[src/rtl/move_mailbox_slave.sv]
`default_nettype none
// ============================================================================
//  Module   : move_mailbox_slave
//  Purpose  : Avalon-MM mailbox between HPS software and the chess move
//             engine: control/status, argument words, start/done handshake
//             and a move FIFO drained by POP reads.
//  Options  : define MAILBOX_IRQ_EN to enable the done/overflow interrupt.
//  Revision : 1.0 - initial release
// ============================================================================
module move_mailbox_slave #(
  parameter int DATA_WIDTH = 32,
  parameter int ADDR_WIDTH = 4,
  parameter int ARG_REGS   = 8,
  parameter int MOVE_WIDTH = 12,
  parameter int FIFO_DEPTH = 64
) (
  input  logic                           clk,
  input  logic                           reset,
  input  logic [ADDR_WIDTH-1:0]          slave_address,
  input  logic                           slave_read,
  input  logic                           slave_write,
  input  logic [DATA_WIDTH-1:0]          slave_writedata,
  input  logic [DATA_WIDTH/8-1:0]        slave_byteenable,
  output logic [DATA_WIDTH-1:0]          slave_readdata,
  output logic [ARG_REGS*DATA_WIDTH-1:0] arg_data,
  output logic                           eng_start,
  input  logic                           eng_done,
  input  logic                           mv_valid,
  input  logic [MOVE_WIDTH-1:0]          mv_data,
  output logic                           mv_ready,
  output logic                           irq
);

  localparam int PTR_W = (FIFO_DEPTH > 1) ? $clog2(FIFO_DEPTH) : 1;
  localparam int CNT_W = PTR_W + 1;

  localparam logic [ADDR_WIDTH-1:0] C_ADDR_CONTROL = ADDR_WIDTH'(0);
  localparam logic [ADDR_WIDTH-1:0] C_ADDR_STATUS  = ADDR_WIDTH'(1);
  localparam logic [ADDR_WIDTH-1:0] C_ADDR_POP     = ADDR_WIDTH'(2);
  localparam logic [CNT_W-1:0]      C_FULL_COUNT   = CNT_W'(FIFO_DEPTH);

  // Registered state
  logic                  start_q,     start_d;
  logic                  done_q,      done_d;
  logic                  busy_q,      busy_d;
  logic                  ovf_q,       ovf_d;
  logic                  irq_en_q,    irq_en_d;
  logic                  irq_q,       irq_d;
  logic                  eng_start_q, eng_start_d;
  logic                  ready_q,     ready_d;
  logic [PTR_W-1:0]      wr_ptr_q,    wr_ptr_d;
  logic [PTR_W-1:0]      rd_ptr_q,    rd_ptr_d;
  logic [CNT_W-1:0]      count_q,     count_d;
  logic [DATA_WIDTH-1:0] rdata_q,     rdata_d;
  logic [DATA_WIDTH-1:0] arg_q [ARG_REGS];
  logic [DATA_WIDTH-1:0] arg_d [ARG_REGS];
  logic [MOVE_WIDTH-1:0] mem_q [FIFO_DEPTH];

  // Decoded strobes
  logic                  wr_ctrl_w, wr_status_w, soft_rst_w;
  logic                  full_w, push_w, pop_w;
  logic [DATA_WIDTH-1:0] ctrl_rd_w, status_rd_w, pop_rd_w;

  assign full_w      = (count_q == C_FULL_COUNT);
  // ready_q tracks !full one cycle later only across reset; otherwise it equals !full
  assign push_w      = mv_valid && ready_q;
  assign pop_w       = slave_read && (slave_address == C_ADDR_POP) && (count_q != '0);
  assign wr_ctrl_w   = slave_write && (slave_address == C_ADDR_CONTROL) && slave_byteenable[0];
  assign wr_status_w = slave_write && (slave_address == C_ADDR_STATUS);
  assign soft_rst_w  = wr_ctrl_w && slave_writedata[2];

  // Read-back views of the register file
  always_comb begin
    ctrl_rd_w    = '0;
    ctrl_rd_w[0] = start_q;
    ctrl_rd_w[1] = done_q;
    ctrl_rd_w[3] = irq_en_q;
    status_rd_w  = '0;
    status_rd_w[CNT_W-1:0] = count_q;
    status_rd_w[16] = (count_q == '0);
    status_rd_w[17] = full_w;
    status_rd_w[18] = ovf_q;
    status_rd_w[19] = busy_q;
    pop_rd_w = '0;
    if (count_q != '0) pop_rd_w[MOVE_WIDTH-1:0] = mem_q[rd_ptr_q];
  end

  // Next-state logic for handshake, FIFO bookkeeping, argument words and read data
  always_comb begin
    start_d     = start_q;
    done_d      = done_q;
    busy_d      = busy_q;
    ovf_d       = ovf_q;
    irq_en_d    = irq_en_q;
    eng_start_d = 1'b0;
    wr_ptr_d    = wr_ptr_q;
    rd_ptr_d    = rd_ptr_q;
    count_d     = count_q;
    rdata_d     = rdata_q;
    arg_d       = arg_q;

    // Engine completion only counts while a search is outstanding
    if (busy_q && eng_done) begin
      busy_d = 1'b0;
      done_d = 1'b1;
    end

    // CONTROL write: a start edge launches a search, start=0 acknowledges done
    if (wr_ctrl_w) begin
      if (slave_writedata[0] && !start_q) begin
        eng_start_d = 1'b1;
        busy_d      = 1'b1;
        done_d      = 1'b0;
      end
      if (!slave_writedata[0]) done_d = 1'b0;
      start_d = slave_writedata[0];
`ifdef MAILBOX_IRQ_EN
      irq_en_d = slave_writedata[3];
`endif
    end

    // Argument words with per-byte lane enables
    for (int i = 0; i < ARG_REGS; i++) begin
      if (slave_write && (slave_address == ADDR_WIDTH'(3 + i))) begin
        for (int b = 0; b < DATA_WIDTH / 8; b++) begin
          if (slave_byteenable[b]) arg_d[i][8*b +: 8] = slave_writedata[8*b +: 8];
        end
      end
    end

    // FIFO pointers and occupancy; simultaneous push and pop leave count unchanged
    if (push_w) wr_ptr_d = wr_ptr_q + PTR_W'(1);
    if (pop_w)  rd_ptr_d = rd_ptr_q + PTR_W'(1);
    case ({push_w, pop_w})
      2'b10:   count_d = count_q + CNT_W'(1);
      2'b01:   count_d = count_q - CNT_W'(1);
      default: count_d = count_q;
    endcase

    // Overflow is sticky; a new drop in the same cycle beats the clear
    if (wr_status_w && slave_writedata[18]) ovf_d = 1'b0;
    if (mv_valid && full_w) ovf_d = 1'b1;

    // Read data is captured only on a read and held until the next one
    if (slave_read) begin
      rdata_d = '0;
      if (slave_address == C_ADDR_CONTROL)     rdata_d = ctrl_rd_w;
      else if (slave_address == C_ADDR_STATUS) rdata_d = status_rd_w;
      else if (slave_address == C_ADDR_POP)    rdata_d = pop_rd_w;
      for (int i = 0; i < ARG_REGS; i++) begin
        if (slave_address == ADDR_WIDTH'(3 + i)) rdata_d = arg_q[i];
      end
    end

    // Soft reset wipes the search and the FIFO but keeps arguments and irq_en;
    // it overrides any eng_done, push or start edge in the same cycle
    if (soft_rst_w) begin
      start_d     = 1'b0;
      done_d      = 1'b0;
      busy_d      = 1'b0;
      ovf_d       = 1'b0;
      eng_start_d = 1'b0;
      wr_ptr_d    = '0;
      rd_ptr_d    = '0;
      count_d     = '0;
    end

    ready_d = (count_d != C_FULL_COUNT);
`ifdef MAILBOX_IRQ_EN
    irq_d = irq_en_d && (done_d || ovf_d);
`else
    irq_d = 1'b0;
`endif
  end

  // State register with synchronous active-high reset
  always_ff @(posedge clk) begin
    if (reset) begin
      start_q     <= 1'b0;
      done_q      <= 1'b0;
      busy_q      <= 1'b0;
      ovf_q       <= 1'b0;
      irq_en_q    <= 1'b0;
      irq_q       <= 1'b0;
      eng_start_q <= 1'b0;
      ready_q     <= 1'b0;
      wr_ptr_q    <= '0;
      rd_ptr_q    <= '0;
      count_q     <= '0;
      rdata_q     <= '0;
      for (int i = 0; i < ARG_REGS; i++) arg_q[i] <= '0;
    end else begin
      start_q     <= start_d;
      done_q      <= done_d;
      busy_q      <= busy_d;
      ovf_q       <= ovf_d;
      irq_en_q    <= irq_en_d;
      irq_q       <= irq_d;
      eng_start_q <= eng_start_d;
      ready_q     <= ready_d;
      wr_ptr_q    <= wr_ptr_d;
      rd_ptr_q    <= rd_ptr_d;
      count_q     <= count_d;
      rdata_q     <= rdata_d;
      arg_q       <= arg_d;
    end
  end

  // FIFO storage; contents need no reset because the pointers define validity
  always_ff @(posedge clk) begin
    if (push_w && !soft_rst_w && !reset) mem_q[wr_ptr_q] <= mv_data;
  end

  generate
    for (genvar g = 0; g < ARG_REGS; g++) begin : g_arg_out
      assign arg_data[DATA_WIDTH*g +: DATA_WIDTH] = arg_q[g];
    end
  endgenerate

  assign slave_readdata = rdata_q;
  assign eng_start      = eng_start_q;
  assign mv_ready       = ready_q;
  assign irq            = irq_q;

endmodule
`default_nettype wire

[config.mk]
export PLATFORM = sky130hd
export DESIGN_NAME = move_mailbox_slave
export DESIGN_NICKNAME = d
export VERILOG_FILES = /design/src/rtl/move_mailbox_slave.sv
export SDC_FILE = /design/constraint.sdc
export NUM_CORES = 1
export LEC_CHECK = 0
export BUFFER_PORTS_ARGS = -buffer_cell sky130_fd_sc_hd__buf_4
export CORE_MARGIN = 2
export CORE_UTILIZATION = 35
export CTS_BUF_LIST = sky130_fd_sc_hd__clkbuf_4 sky130_fd_sc_hd__clkbuf_8
export DETAILED_ROUTE_END_ITERATION = 16
export GPL_ROUTABILITY_DRIVEN = 0
export PLACE_DENSITY = 0.5
export SYNTH_ARGS = -nofsm -noshare
export SYNTH_HDL_FRONTEND = slang
export SYNTH_SLANG_ARGS = --single-unit
export TNS_END_PERCENT = 1
[constraint.sdc]
create_clock -name clk -period 9.08 [get_ports clk]
set_input_delay 1.362 -clock clk [delete_from_list [all_inputs] [get_ports clk]]
set_output_delay 1.362 -clock clk [all_outputs]
set_load 0.05 [all_outputs]
# Yosys cells after proc, flatten, opt, wreduce, memory -nomap -nowiden
# Memories as Yosys holds them, arrays and structs flattened. A register that Yosys moved wholly into a read port is not among the register bits.
# Index checks and enable logic that the tools add are counted.
[totals] regBits=313 inputBits=58 n_memories=1 word_cells=152 output_inout_bits=291 mem_bits_rw=768
[memory_table] name="mem_q" words=64 width=12 read_ports=1 rd_ports_with_merged_regs=1 write_ports=1 line_no="57" text="logic [MOVE_WIDTH-1:0] mem_q [FIFO_DEPTH];"
[op_classes] addsub=4 eq_ne=14 n_reduce_logical=62 mux=28 bitwise=1
[op_table] cell="two-way mux 32 bit" n=8
[op_table] cell="AND reduction 2 bit" n=32
[op_table] cell="two-way mux 20 bit" n=2
[op_table] cell="two-way mux 12 bit" n=2
[op_table] cell="logical AND 1 bit" n=21
[op_table] cell="equality test 4 x 3 -> 1 bit (second input constant)" n=4
[op_table] cell="one-hot mux 7 bit (2 select lines)" n=1
[op_table] cell="adder 6 x 1 -> 6 bit (second input constant)" n=2
[op_table] cell="equality test 4 bit (second input constant)" n=3
[op_table] cell="two-way mux 1 bit" n=12
[op_table] cell="two-way mux 6 bit" n=2
[op_table] cell="equality test 4 x 2 -> 1 bit (second input constant)" n=2
[op_table] cell="adder 7 x 1 -> 7 bit (second input constant)" n=1
[op_table] cell="equality test 7 bit (second input constant)" n=1
[op_table] cell="logical NOT 7 bit" n=1
[op_table] cell="two-way mux 7 bit" n=1
[op_table] cell="!= test 7 bit (second input constant)" n=1
[op_table] cell="nonzero test 7 bit" n=1
[op_table] cell="subtractor 7 x 1 -> 7 bit (second input constant)" n=1
[op_table] cell="equality test 4 x 1 -> 1 bit (second input constant)" n=1
[op_table] cell="logical NOT 4 bit" n=1
[op_table] cell="logical NOT 1 bit" n=3
[op_table] cell="OR reduction 3 bit" n=1
[op_table] cell="equality test 2 x 1 -> 1 bit (second input constant)" n=1
[op_table] cell="other kinds (4)" n=4

# Logic depth before layout (Yosys ltp)
[depth] ltp_word=13 mapped_depth=15 mapped_depth_nobuf=12

# Least setup slack after synthesis
# OpenSTA, ideal clock, no wires.
[synth_timing] kind="in2reg" from="input port slave_address[3]" to="register ready_q, in the netlist mv_ready" arrival_time_ns=4.163 cell_stages=14 path_buffers=2 required_time_ns=8.947 setup_slack_ns=4.785 setup_ns=0.133 cell_sequence="buf_2 > nor4b_4 > o311ai_2 > inv_1 > ha_1 > clkbuf_1 > xor2_1 > ha_1 > nor4_1 > nor4_1 > or4_1 > a31oi_1 > xor2_1 > a31oi_1"
[synth_via] elab_chain_cells=7 word_cells_on_any_way=12 cone_classes="eq/ne (4); mux (2); reduce/logical (6)"
[synth_lines] element="start: declaration" line_no="19" text="input logic [ADDR_WIDTH-1:0] slave_address,"
[synth_lines] element="equality test 4 x 2 -> 1 bit" line_no="67" text="assign pop_w = slave_read && (slave_address == C_ADDR_POP) && (count_q != '0);"
[synth_lines] element="logical AND 1 bit (2 in a row)" line_no="67"
[synth_lines] element="equality test 2 x 1 -> 1 bit or equality test 2 bit (tied branches)" line_no="134" text="case ({push_w, pop_w})"
[synth_lines] element="one-hot mux 7 bit (2 select lines)" line_no="134"
[synth_lines] element="two-way mux 7 bit (*)" line_no="157" text="if (soft_rst_w) begin"
[synth_lines] element="!= test 7 bit (*)" line_no="168" text="ready_d = (count_d != C_FULL_COUNT);"
[synth_lines] element="end signal: assignment" line_no="200" text="ready_q <= ready_d;"
[synth_lines] element="end: declaration" line_no="50" text="logic ready_q, ready_d;"
# Every way passes the cells marked *; elsewhere a longest branch is shown, timed or not.
# A chain may end at the register's enable or synchronous reset.

# Final worst setup path
[layout_timing] from="input port slave_write" to="memory mem_q[62][8], enable pin"
[layout_via] elab_chain_cells=8
[layout_lines] element="start: declaration" line_no="21" text="input logic slave_write,"
[layout_lines] element="logical AND 1 bit (2 in a row)" line_no="68" text="assign wr_ctrl_w = slave_write && (slave_address == C_ADDR_CONTROL) && slave_byteenable[0];"
[layout_lines] element="logical AND 1 bit" line_no="70" text="assign soft_rst_w = wr_ctrl_w && slave_writedata[2];"
[layout_lines] element="logical NOT 1 bit" line_no="211" text="if (push_w && !soft_rst_w && !reset) mem_q[wr_ptr_q] <= mv_data;"
[layout_lines] element="logical AND 1 bit (2 in a row)" line_no="211"
[layout_lines] element="two-way mux 1 bit" line_no="211"
[layout_lines] element="two-way mux 1 bit (not written as such)" line_no="211"
[layout_lines] element="end: declaration" line_no="57"
# No other way between the ends.

==> impl_metrics.yaml <==
status:
  status: "completed"
global_routing:
  first_global_vias: 28500
  track_usage_pct: 23.6
  grt_start_max_net_pins: 166
  grt_pass1_wl_mm: 215
  antenna_found_initial: 2
  grt_overflow: 0
worst_hold_path:
  holdPathEnd: "arg_data[26]"
  min-delay-start: "arg_data[26]"
  hold_path.class: "flop to flop"
  min_path_cells: 2
worst_setup_path:
  r2r-end: "slave_readdata[9]"
  crit_path_start_kind: "primary input"
  cp_max_fo: 45
  reg2reg_slack_ns: 4.91
  critPathKind: "primary input to flop"
  cp.arrival_ns: 4.82
  required_ns: 9.56
  ff2ff_path_depth: 7
  endpoint_kind: "flop"
synthesis:
  synth_fp_nets: 3202
  ys_ff_latch: 1087
  syn_avg_cell_area_sq_um: 13.9
  async_reset_ff_share_pct: 0
  yosysUniqueCellTypes: 80
  synthCells: 3139
  synth_area_sq_um: 43800
  synth-edff-count: 768
  yosys_warnings: 0
  ys_seq_area_share_pct: 67.3
  yosys_most_used_dff: "edfxtp_1"
routing:
  highest_layer: "met4"
  wl_met2_mm: 72.5
  num_vias: 29200
  met3_length_mm: 12.2
  avgRoutedWirePerCell_um: 29.0
  wl_met1_mm: 63.1
  ant_nets: 0
  firstDrtPassIters: 5
  drt_iter0_drc: 3111
  viasPerCell: 5.53
  drcViolationCount: 0
  wirelength_mm: 153
timing:
  rsz0062_at_grt: "false"
  worst_pin_slew_ns: 1.27
  finalSetupViolations: 0
  worst_slack_ns: 4.74
  slew_viol_final: 0
  slew_headroom_pct: 15.0
  finalSetupTns_ns: 0
  finClkSkew_ns: 0.0473
  fin_crit_ns: 4.34
  post-route-period-util_pct: 47.8
  hold_violations: 0
  max_freq_mhz: 231
clock_network:
  holdBufCountCts: 0
  clock_sinks: 1087
  clockBufferDepth: 3
  post_cts_buffers: 0
  ctsRootBufferMaster: "clkbuf_8"
  cts_max_level: 4
  cts_tree: "built"
  ctsResizeCount: 0
  cts_made_buffers: 183
  clkSlewWorstSetupHoldPaths_ns: 0.06
  clk-insertion-delay-late_ns: 0.89
place:
  place_hpwl_mm: 101
  pre_cts_slack_ns: 3.87
  dp.cells: 4953
  placed_area_sq_um: 47700
  port_buffers: 347
pwr:
  p_sw_share_pct: 23.2
  netSwitchingPower_mw: 2.39
  pwr-share-clk_pct: 44.0
  pwr-share-seq_pct: 52.0
  p_int_mw: 7.89
  peakVddDrop_mv: 0.170
  power_density_nw_per_um2: 200
  p_leak_nw: 16.8
  p_comb_share_pct: 4.0
floorplan:
  die_area_sq_um: 128000
  ios: 349
  die_width_um: 358
  start_util_pct: 35.3
  die_y_um: 358
  row_count: 129
  core_area_sq_um: 124000
finish:
  final_cell_count_no_fill: 5285
  drive_above_1_share_pct: 25.3
  nets: 3564
  fin_area_sq_um: 51500
  area_delta_synth_final_pct: 17.6
  final_core_utilization_pct: 41.5
run:
  drv_cap: 0
[cell usage after synthesis (10+ instances only)]
library cell	number	share of area, %
clkbuf_1	131	1.1
inv_1	12	0.10
dfxtp_1	319	15
nand2_1	534	4.6
buf_4	24	0.41
mux2i_1	40	0.92
a22o_1	18	0.36
o22ai_1	13	0.19
a221oi_1	19	0.38
nand3b_1	10	0.17
a31oi_1	16	0.23
nand4_1	12	0.17
nor2_1	192	1.6
buf_1	10	0.086
a21oi_1	314	3.6
nand2b_1	12	0.17
edfxtp_1	768	53
xor2_1	13	0.26
nor2b_1	19	0.27
nand3_1	50	0.57
mux4_2	200	10
nor3_1	21	0.24
buf_2	36	0.41
o21ai_0	74	0.85
a211oi_1	35	0.60
a22oi_1	73	1.3
buf_6	12	0.31
[critical path, stage by stage]
cell and delay, ns:
buf_4 0.23, nand2_1 0.10, buf_4 0.43, nor4_4 0.11, a21o_1 0.28, nor3_1 0.36, nand3_1 0.75, nor2_1 1.18
[layer usage]
| metal | vias up | track usage, % |
|---|---|---|
| li1 | 12700 | - |
| met1 | 14900 | 31.2 |
| met4 | 0 | 9.28 |
| met5 | - | 0 |
| met2 | 1382 | 37.9 |
| met3 | 260 | 5.18 |
[cells in the final DEF (no fill, tap or decap), drive strengths merged, types with 6 or more instances in the layout]
master	Yosys	routed
a211oi	35	35
nand4	12	12
buf	87	395
nor2b	19	19
mux2i	40	40
a2111oi	12	12
dfxtp	319	319
clkinv	1	55
a21oi	314	314
nand3b	10	10
a221o	7	7
o22ai	13	13
o21ai	80	80
a22o	18	18
xor2	13	13
o221ai	7	7
mux2	7	7
and2	7	7
nand3	50	50
nor2	198	198
or3	6	6
nor4	8	8
and3b	7	7
bufinv	0	8
nand2b	12	12
nand2	534	534
edfxtp	768	768
a22oi	73	73
nor3	22	22
clkbuf	131	256
inv	14	24
a221oi	19	19
a31oi	16	16
mux4	203	203
[stage by stage]
stage | hold WS [ns] | power (mW)
3_5_place_dp | 0.463 | 5.86
5_1_grt | 0.495 | 10.6
2_1_floorplan | 0.454 | 5.65
3_3_place_gp | 0.459 | 5.86
4_1_cts | 0.472 | 10.4
6_report | 0.470 | 10.3
[sequential cells by signal, summed over array words and instances (netlist names), named ones only]
register	cells
arg_data	256
busy_q	1
count_q	7
done_q	1
eng_start	1
mem_q	768
mv_ready	1
ovf_q	1
rd_ptr_q	6
slave_readdata	32
start_q	1
wr_ptr_q	6
[how the worst max path moves through the flow]
stage                startpoint           endpoint  slack (ns)  depth (start not counted)
3_3_place_gp        slave_write      mem_q[62][10]        3.89                          8
2_1_floorplan  slave_address[3]           mv_ready        4.78                         14
3_5_place_dp        slave_write       mem_q[60][3]        3.87                          8
5_1_grt                    flop  slave_readdata[9]        4.52                          8
6_report            slave_write       mem_q[62][8]        4.74                          8
4_1_cts                    flop  slave_readdata[9]        4.62                          8
[area by class of cell]
cell class | instances | area (sq um)
antenna | 2 | 5.00
clock buffer | 256 | 3140
clock inverter | 74 | 619
fill | 11600 | 72500
inverter | 15 | 56.3
multi-input combinational | 1819 | 13100
sequential | 1087 | 29500
tap | 1637 | 2050
timing repair buffer | 395 | 3000
[power by group through the flow]
| stage | Sequential (mW) | Clock [mW] | Combinational, mW |
|---|---|---|---|
| global placement | 5.45 | 0 | 0.415 |
| CTS | 5.34 | 4.63 | 0.416 |
| floorplan | 5.49 | 0 | 0.160 |
| finish | 5.34 | 4.52 | 0.416 |
| global route | 5.34 | 4.83 | 0.439 |
| detailed placement | 5.45 | 0 | 0.416 |
[cell families (layout without fill, tap and decap cells)]
kind of cell	count (synthesis)	in the layout	share of synthesized area [%]
compound gates	648	648	9.26
xor+xnor	17	17	0.340
fa+ha+maj	5	5	0.143
buf+inv	233	740	2.69
flops	1087	1087	67.3
mux	250	250	11.6
other cells	1	3	0.00857
simple gates	898	898	8.69
Power figures use the tool's default switching activity.
